## src/rtl/branch_recovery_ctrl.sv

```systemverilog
// Branch recovery controller: 4-entry in-order tracker of predicted branches with
// misprediction flush/redirect and predictor training. Optional stats: BP_STATS_EN.
module branch_recovery_ctrl (
  input  logic        clk,
  input  logic        reset,
  input  logic        br_issue,
  input  logic        issue_pred,
  input  logic [31:0] issue_pc,
  input  logic [31:0] issue_imm,
  input  logic        res_valid,
  input  logic        res_taken,
  output logic        stall,
  output logic        flush,
  output logic [31:0] redirect_pc,
  output logic        upd_valid,
  output logic        upd_taken,
  output logic [2:0]  outstanding,
  output logic        err_underflow
`ifdef BP_STATS_EN
  ,
  output logic [15:0] stat_branches,
  output logic [15:0] stat_mispred
`endif
);

  localparam int unsigned XLEN  = 32;
  localparam int unsigned DEPTH = 4;
  localparam int unsigned PTR_W = 2;
  localparam int unsigned CNT_W = 3;
  localparam int unsigned STA_W = 16;

  typedef enum logic [1:0] {IDLE, TRACK, RECOVER} state_e;

  typedef struct packed {
    logic            pred;
    logic [XLEN-1:0] pc;
    logic [XLEN-1:0] imm;
  } entry_t;

  state_e             state_q, state_d;
  entry_t             fifo_q [DEPTH];
  logic [PTR_W-1:0]   rd_ptr_q, rd_ptr_d, wr_ptr_q, wr_ptr_d;
  logic [CNT_W-1:0]   count_q, count_d;
  logic               stall_q, stall_d, flush_q, flush_d;
  logic               upd_valid_q, upd_valid_d, upd_taken_q, upd_taken_d;
  logic               err_q, err_d;
  logic [XLEN-1:0]    redirect_q, redirect_d;
  logic               push, pop, mispred;
  entry_t             head;
`ifdef BP_STATS_EN
  logic [STA_W-1:0]   stat_br_q, stat_br_d, stat_mp_q, stat_mp_d;
`endif

  // Next-state: resolve head, detect misprediction, accept issues.
  always_comb begin
    state_d     = state_q;
    rd_ptr_d    = rd_ptr_q;
    wr_ptr_d    = wr_ptr_q;
    count_d     = count_q;
    flush_d     = 1'b0;
    redirect_d  = redirect_q;
    upd_valid_d = 1'b0;
    upd_taken_d = 1'b0;
    err_d       = err_q;
    push        = 1'b0;
    pop         = 1'b0;
    mispred     = 1'b0;
    head        = fifo_q[rd_ptr_q];
`ifdef BP_STATS_EN
    stat_br_d   = stat_br_q;
    stat_mp_d   = stat_mp_q;
`endif
    case (state_q)
      RECOVER: state_d = IDLE;
      default: begin
        push = br_issue && !stall_q;
        if (res_valid) begin
          if (count_q == '0) begin
            err_d = 1'b1;
          end else begin
            pop         = 1'b1;
            upd_valid_d = 1'b1;
            upd_taken_d = res_taken;
            if (res_taken != head.pred) begin
              mispred    = 1'b1;
              push       = 1'b0;
              flush_d    = 1'b1;
              redirect_d = res_taken ? head.pc + head.imm : head.pc + XLEN'(4);
            end
          end
        end
        if (mispred) begin
          rd_ptr_d = '0;
          wr_ptr_d = '0;
          count_d  = '0;
          state_d  = RECOVER;
        end else begin
          rd_ptr_d = rd_ptr_q + PTR_W'(pop);
          wr_ptr_d = wr_ptr_q + PTR_W'(push);
          count_d  = count_q + CNT_W'(push) - CNT_W'(pop);
          state_d  = (count_d == '0) ? IDLE : TRACK;
        end
      end
    endcase
    stall_d = (count_d == CNT_W'(DEPTH)) || (state_d == RECOVER);
`ifdef BP_STATS_EN
    if (pop && stat_br_q != {STA_W{1'b1}}) stat_br_d = stat_br_q + STA_W'(1);
    if (mispred && stat_mp_q != {STA_W{1'b1}}) stat_mp_d = stat_mp_q + STA_W'(1);
`endif
  end

  always_ff @(posedge clk or negedge reset) begin
    if (!reset) begin
      state_q     <= IDLE;
      rd_ptr_q    <= '0;
      wr_ptr_q    <= '0;
      count_q     <= '0;
      stall_q     <= 1'b0;
      flush_q     <= 1'b0;
      redirect_q  <= '0;
      upd_valid_q <= 1'b0;
      upd_taken_q <= 1'b0;
      err_q       <= 1'b0;
      for (int i = 0; i < int'(DEPTH); i++) fifo_q[i] <= '0;
`ifdef BP_STATS_EN
      stat_br_q   <= '0;
      stat_mp_q   <= '0;
`endif
    end else begin
      state_q     <= state_d;
      rd_ptr_q    <= rd_ptr_d;
      wr_ptr_q    <= wr_ptr_d;
      count_q     <= count_d;
      stall_q     <= stall_d;
      flush_q     <= flush_d;
      redirect_q  <= redirect_d;
      upd_valid_q <= upd_valid_d;
      upd_taken_q <= upd_taken_d;
      err_q       <= err_d;
      if (push) fifo_q[wr_ptr_q] <= '{pred: issue_pred, pc: issue_pc, imm: issue_imm};
`ifdef BP_STATS_EN
      stat_br_q   <= stat_br_d;
      stat_mp_q   <= stat_mp_d;
`endif
    end
  end

  assign stall         = stall_q;
  assign flush         = flush_q;
  assign redirect_pc   = redirect_q;
  assign upd_valid     = upd_valid_q;
  assign upd_taken     = upd_taken_q;
  assign outstanding   = count_q;
  assign err_underflow = err_q;
`ifdef BP_STATS_EN
  assign stat_branches = stat_br_q;
  assign stat_mispred  = stat_mp_q;
`endif

endmodule

```

## config.mk

```make
export PLATFORM = sky130hd
export DESIGN_NAME = branch_recovery_ctrl
export DESIGN_NICKNAME = d
export VERILOG_FILES = /design/src/rtl/branch_recovery_ctrl.sv
export SDC_FILE = /design/constraint.sdc
export NUM_CORES = 1
export LEC_CHECK = 0
export CORE_MARGIN = 2
export CORE_UTILIZATION = 26
export DETAILED_ROUTE_END_ITERATION = 16
export PLACE_DENSITY = 0.39
export SLEW_MARGIN = 20
export SYNTH_ARGS = -nofsm -noshare
export SYNTH_HDL_FRONTEND = slang
export SYNTH_SLANG_ARGS = --single-unit
```

## constraint.sdc

```tcl
create_clock -name clk -period 6.2 [get_ports clk]
set_input_delay 1.24 -clock clk [delete_from_list [all_inputs] [get_ports clk]]
set_output_delay 1.24 -clock clk [all_outputs]
set_load 0.01 [all_outputs]
```

==> results of run 1 <==
[Yosys cell counts (3+ instances only)]
library cell  number
nand2_1           62
nand3_1           23
buf_4              8
and2_1             5
or3_1              4
o22ai_1            3
a221o_1            3
a21oi_1           41
a31o_2             4
o21bai_1           6
o21ai_0           44
xor2_1            23
o221ai_1           3
and3_1            10
a21o_1            15
and4_1             7
o31ai_1            5
dfrtp_1          305
nor2b_1            5
mux2_2           193
nor3_1             9
nor2_1            43
ha_1              36
clkbuf_1          22
buf_2             18
nand2b_1           4
mux2_1            18
xnor2_1           30
mux4_2            64
mux2i_1            8
buf_6             13
a31oi_1            6
mux2_4            50
nor3_2             3
inv_1              9
a211oi_1          10
nand4_1            9
[where the power goes]
part           internal (mW)  switching (mW)  total, mW
sequential              2.99           0.642       3.63
clock                   1.31           0.858       2.17
combinational           3.47            3.74       7.21
[logic make-up (layout without fill, tap and decap cells)]
logic type                 count (synthesis)  after routing  synth area share, %
AOI/OAI and AO/OA                        162            162                 6.56
and+or+nand+nor                          195            195                 6.23
DFF                                      305            305                 48.7
muxes                                    334            334                 29.8
xor gates and xnor gates                  53             53                 2.96
adders and majority gates                 38             38                 3.13
buffers and inverters                     72            202                 2.68
[through the flow]
| stage | area, um2 | total power, mW | setup slack [ns] | std cells |
|---|---|---|---|---|
| finish | 18800 | 13.0 | 1.74 | 2071 |
| global route | 18800 | 14.1 | 1.29 | 2071 |
| CTS | 18800 | 13.2 | 1.68 | 2071 |
| detailed placement | 17600 | 10.9 | 1.70 | 2007 |
| global placement | 17600 | 10.9 | 1.81 | 2007 |
| floorplan | 15700 | 8.80 | 1.75 | 1159 |
[worst max-delay path by stage]
stage	endpoint	from	slack, ns
floorplan	redirect_pc[25]	rd_ptr_q[0]	1.75
global placement	redirect_pc[20]	rd_ptr_q[0]	1.81
detailed placement	redirect_pc[28]	rd_ptr_q[0]	1.70
CTS	redirect_pc[28]	rd_ptr_q[0]	1.68
global route	redirect_pc[20]	rd_ptr_q[0]	1.29
finish	redirect_pc[28]	rd_ptr_q[0]	1.74
[per-layer routing]
metal | global-route usage [%] | share of wire, % | vias to the layer above
met3 | 2.01 | 3.0 | 55
met4 | 4.51 | 2.4 | 0
met1 | 20.1 | 49 | 5105
li1 | - | - | 4540
met5 | 0 | 0 | -
met2 | 22.2 | 46 | 150
[registers in the layout, summed over array words and instances, names as in the netlist, 2 cells and up]
signal       cells
fifo_q         260
redirect_pc     32
outstanding      3
rd_ptr_q         2
wr_ptr_q         2
[cell type report]
cell class                      instances  area share, %
Multi-Input combinational cell        782           40.8
Sequential cell                       305           40.6
Timing Repair Buffer                  128           6.76
Clock buffer                           57           6.09
Tap cell                              782           5.20
Clock inverter                          7          0.359
Inverter                               10          0.200
[worst max-delay path, delay by kind of cell, from the launching register on]
| kind | cells | cell delay [ns] |
|---|---|---|
| AOI/OAI and AO/OA | 8 | 2.18 |
| muxes | 1 | 0.59 |
| adders and majority gates | 2 | 0.68 |
| DFF | 1 | 0.88 |
==> results.sh, run 1 <==
export IMPL_path_clk_slew_ns=0.06
export IMPL_drive_gt1_share_pct=30.9
export IMPL_start_util_pct=26.1
export IMPL_clock_latency_ns=0.55
export IMPL_worstHoldEndpoint="redirect_pc[3]"
export IMPL_cp_common_cell="a211oi_1"
export IMPL_fillers=5977
export IMPL_finalHoldViolCount=0
export IMPL_synthesis_nets=1267
export IMPL_viasPerCell=4.76
export IMPL_syn_avg_cell_area_um2=13.5
export IMPL_gp_congestion=0.784
export IMPL_final_common_cell="dfrtp_1"
export IMPL_ys_seq_area_share_pct=48.7
export IMPL_path_max_fanout=31
export IMPL_dp_hpwl_um=29500
export IMPL_maxSlewViolCount=0
export IMPL_most_common_layout_cells="dfrtp_1 (303), mux2_2 (193), clkdlybuf4s50_1 (107)"
export IMPL_area_growth_pct=19.9
export IMPL_leakagePower_nw=7.88
export IMPL_overflow=0
export IMPL_final_nets=1373
export IMPL_ctsHoldBuffers=0
export IMPL_r2r_end="redirect_pc[28]"
export IMPL_ys_ff_latch=305
export IMPL_grt_pass1_vias=10500
export IMPL_io_buffers=109
export IMPL_min_delay_start="redirect_pc[3]"
export IMPL_max_slew_worst_pin_slew_ns=0.960
export IMPL_grt_first_pass_wirelength_um=67200
export IMPL_fin_crit_ns=4.46
export IMPL_synth_edff_count=0
export IMPL_synth_top_area_share_pct=48.7
export IMPL_synth_ff_type="dfrtp_1"
export IMPL_cts_root_buf="clkbuf_16"
export IMPL_multi_input_area_mm2=0.00767
export IMPL_finalCritPeriodShare_pct=72.0
export IMPL_placeableCoreArea_mm2=0.0600
export IMPL_criticalPathCategory="flip-flop to flip-flop"
export IMPL_status="finished clean"
export IMPL_max_freq_mhz=224
export IMPL_grt_max_degree=120
export IMPL_die_h_um=250
export IMPL_cap_violations=0
export IMPL_route_vias_total=9850
export IMPL_max_stage_delay_ns=0.88
export IMPL_hp_class="flip-flop to flip-flop"
export IMPL_die_x_um=250
export IMPL_yosys_area_top_type="dfrtp_1"
export IMPL_ys_warn_count=0
export IMPL_numCtsBuffers=38
export IMPL_antenna_found_initial=0
export IMPL_post_route_util_pct=31.3
export IMPL_vdd_ir_drop_max_mv=0.241
export IMPL_antenna_cells=0
export IMPL_wl_per_cell_um=20.9
export IMPL_syn_area_mm2=0.0157
export IMPL_final_antenna_net_count=0
export IMPL_arrival_ns=4.89
export IMPL_startpoint_type="flip-flop"
export IMPL_routed_wl_um=43300
export IMPL_required_ns=6.62
export IMPL_firstDrtPassIters=4
export IMPL_synth_cell_types=67
export IMPL_cts_tree="done"
export IMPL_placementRows=90
export IMPL_cts_resized=0
export IMPL_first_iter_violations=401
export IMPL_synth_async_reset_ratio_pct=100
export IMPL_die_area_mm2=0.0623
export IMPL_maxSlewHeadroom_pct=36.0
export IMPL_hold_worst_slack_ns=0.474
export IMPL_setup_violations=0
export IMPL_finalClockSkew_ns=0.0311
export IMPL_tns_ns=0
export IMPL_rsz0062_at_grt="false"
export IMPL_synthTopCellsByArea="dfrtp_1 (49%), mux2_2 (14%), mux4_2 (9.2%), mux2_4 (4.8%), ha_1 (2.9%)"
export IMPL_power_density_mw_per_mm2=692
export IMPL_cp_end_kind="flip-flop"
export IMPL_cp_cell_sequence="mux4_2 > ha_1 > fa_1 > a211oi_1 > o21bai_1 > a211oi_1 > a21oi_1 > a211oi_1 > o31ai_1 > a211oi_1 > o31ai_1"
export IMPL_syn_inst=1159
export IMPL_postCtsSetupBuffers=0
export IMPL_htree_levels=2
export IMPL_hold_depth=2
export IMPL_seq_area_mm2=0.00764
export IMPL_ctsLongestPathBuffers=3
export IMPL_track_usage_pct=14.1
export IMPL_ios=110
export IMPL_critPathSlowestCell="dfrtp_4"
export IMPL_reg2reg_from="rd_ptr_q[0]"
export IMPL_cts_sinks=305
export IMPL_drc=0
export IMPL_reg2regPathDepth=11
export IMPL_r2r_slack_ns=1.74
No activity file was read; power rests on OpenSTA's default activity.
==> inputs of run 2 (changes only) <==
--- a/config.mk
+++ b/config.mk
@@ -8,7 +8,7 @@
 export CORE_MARGIN = 2
 export CORE_UTILIZATION = 26
 export DETAILED_ROUTE_END_ITERATION = 16
-export PLACE_DENSITY = 0.39
+export PLACE_DENSITY = 0.4
 export SLEW_MARGIN = 20
 export SYNTH_ARGS = -nofsm -noshare
 export SYNTH_HDL_FRONTEND = slang
==> constraint.sdc (replaced) <==
create_clock -name clk -period 3.9 [get_ports clk]
set_input_delay 0.78 -clock clk [delete_from_list [all_inputs] [get_ports clk]]
set_output_delay 0.78 -clock clk [all_outputs]
set_load 0.01 [all_outputs]
==> results.sh, run 2 (synthesized netlist as in run 1, its figures left out) <==
export IMPL_status="finished clean"
export IMPL_first_iter_violations=497
export IMPL_antenna_found_initial=3
export IMPL_routed_wl_um=43500
export IMPL_hp_class="input pin to asynchronous set/reset pin"
export IMPL_tns_ns=0
export IMPL_use_met1_pct=19.9
export IMPL_cts_root_buf="clkbuf_16"
export IMPL_grt_max_degree=81
export IMPL_placeableCoreArea_mm2=0.0600
export IMPL_viasPerCell=4.74
export IMPL_track_usage_pct=14.1
export IMPL_grt_pass1_vias=10700
export IMPL_dp_hpwl_um=30100
export IMPL_regMostFlops="fifo_q"
export IMPL_fillers=5888
export IMPL_grt_use_met2_pct=22.4
export IMPL_seq_area_mm2=0.00764
export IMPL_path_clk_slew_ns=0.06
export IMPL_cts_sinks=305
export IMPL_post_route_util_pct=32.2
export IMPL_cp_end_kind="flip-flop"
export IMPL_finalWorstSetupSlack_ns=0.198
export IMPL_max_freq_mhz=270
export IMPL_final_antenna_net_count=0
export IMPL_required_ns=4.33
export IMPL_grt_use_met3_pct=2.22
export IMPL_finalHoldViolCount=0
export IMPL_largest_reg_flops=260
export IMPL_cts_tree="done"
export IMPL_ios=110
export IMPL_finalClockSkew_ns=0.0179
export IMPL_setup_violations=0
export IMPL_final_common_cell="dfrtp_1"
export IMPL_numCtsBuffers=38
export IMPL_overflow=0
export IMPL_die_x_um=250
export IMPL_cap_violations=0
export IMPL_drc=0
export IMPL_fin_area_mm2=0.0194
export IMPL_cp_startpoint="rd_ptr_q[0]"
export IMPL_placementRows=90
export IMPL_grt_first_pass_wirelength_um=67200
export IMPL_ctsLongestPathBuffers=3
export IMPL_maxSlewViolCount=0
export IMPL_placed_area_mm2=0.0181
export IMPL_startpoint_type="flip-flop"
export IMPL_start_util_pct=26.1
export IMPL_most_common_layout_cells="dfrtp_1 (303), mux2_2 (193), clkdlybuf4s50_1 (107)"
export IMPL_drive_gt1_share_pct=34.0
export IMPL_clock_latency_ns=0.55
export IMPL_die_area_mm2=0.0623
export IMPL_fin_crit_ns=3.70
export IMPL_postCtsSetupBuffers=0
export IMPL_multi_input_area_mm2=0.00772
export IMPL_htree_levels=2
export IMPL_top_usage_layer="met2"
export IMPL_criticalPathCategory="flip-flop to flip-flop"
export IMPL_io_buffers=109
export IMPL_reg2reg_from="rd_ptr_q[0]"
export IMPL_wl_per_cell_um=20.5
export IMPL_arrival_ns=4.13
export IMPL_rsz0062_at_grt="false"
export IMPL_gp_congestion=0.797
export IMPL_firstDrtPassIters=4
export IMPL_max_slew_worst_pin_slew_ns=0.837
export IMPL_finalCritPeriodShare_pct=94.9
export IMPL_ctsHoldBuffers=0
export IMPL_final_nets=1416
export IMPL_maxSlewHeadroom_pct=44.0
export IMPL_area_growth_pct=23.4
export IMPL_path_max_fanout=21
export IMPL_place_ws_ns=0.0576
export IMPL_die_h_um=250
export IMPL_route_vias_total=10000
==> run 2: worst paths after layout <==
| kind | cells past startpoint | slack (ns) | endpoint |
|---|---|---|---|
| worst max register to register | 11 | 0.20 | redirect_pc[25] |
| max in group asynchronous | 2 | 2.86 | rd_ptr_q[1] |
| worst min register to register | 2 | 0.47 | redirect_pc[16] |
| worst max-delay path | 11 | 0.20 | redirect_pc[25] |
| worst min-delay path | 1 | 0.19 | fifo_q[231] |
| min in group clk | 2 | 0.47 | redirect_pc[16] |
==> run 2: area by class of cell <==
type	instances	area share, %
Multi-Input combinational cell	782	39.9
Sequential cell	305	39.5
Clock buffer	58	5.93
Clock inverter	8	0.394
Antenna cell	1	0.0129
Tap cell	782	5.06
Timing Repair Buffer	171	9.08
Inverter	10	0.194
==> run 2: what timing repair did <==
item	CTS	global route
hold endpoints to repair	0	0
gates resized for setup	0	7
setup endpoints to repair	0	10
==> run 2: stage by stage <==
stage,instances,hold WS [ns]
floorplan,1159,0.453
global placement,2050,0.453
detailed placement,2050,0.466
CTS,2116,0.182
global route,2117,0.219
finish,2117,0.191
==> run 2: routing by layer <==
metal / vias to the layer above / share of wire (%)
li1: 4627 / -
met1: 5203 / 49
met2: 153 / 46
met3: 52 / 3.2
met4: 2 / 1.9
met5: - / 0.037
==> run 2: worst max-delay path: stages (launching register included) <==
cell and delay, ns:
dfrtp_4 0.48, buf_12 0.23, mux4_2 0.64, ha_4 0.31, a211oi_2 0.24, o211ai_1 0.14
a221o_1 0.36, a221o_1 0.30, a31o_2 0.28, a31oi_2 0.21, xnor2_1 0.08, a221o_1 0.31
Power of run 2 is left out: the tool's default activity adds up to more than one toggle a clock period on the data nets, which glitch-free logic cannot reach.
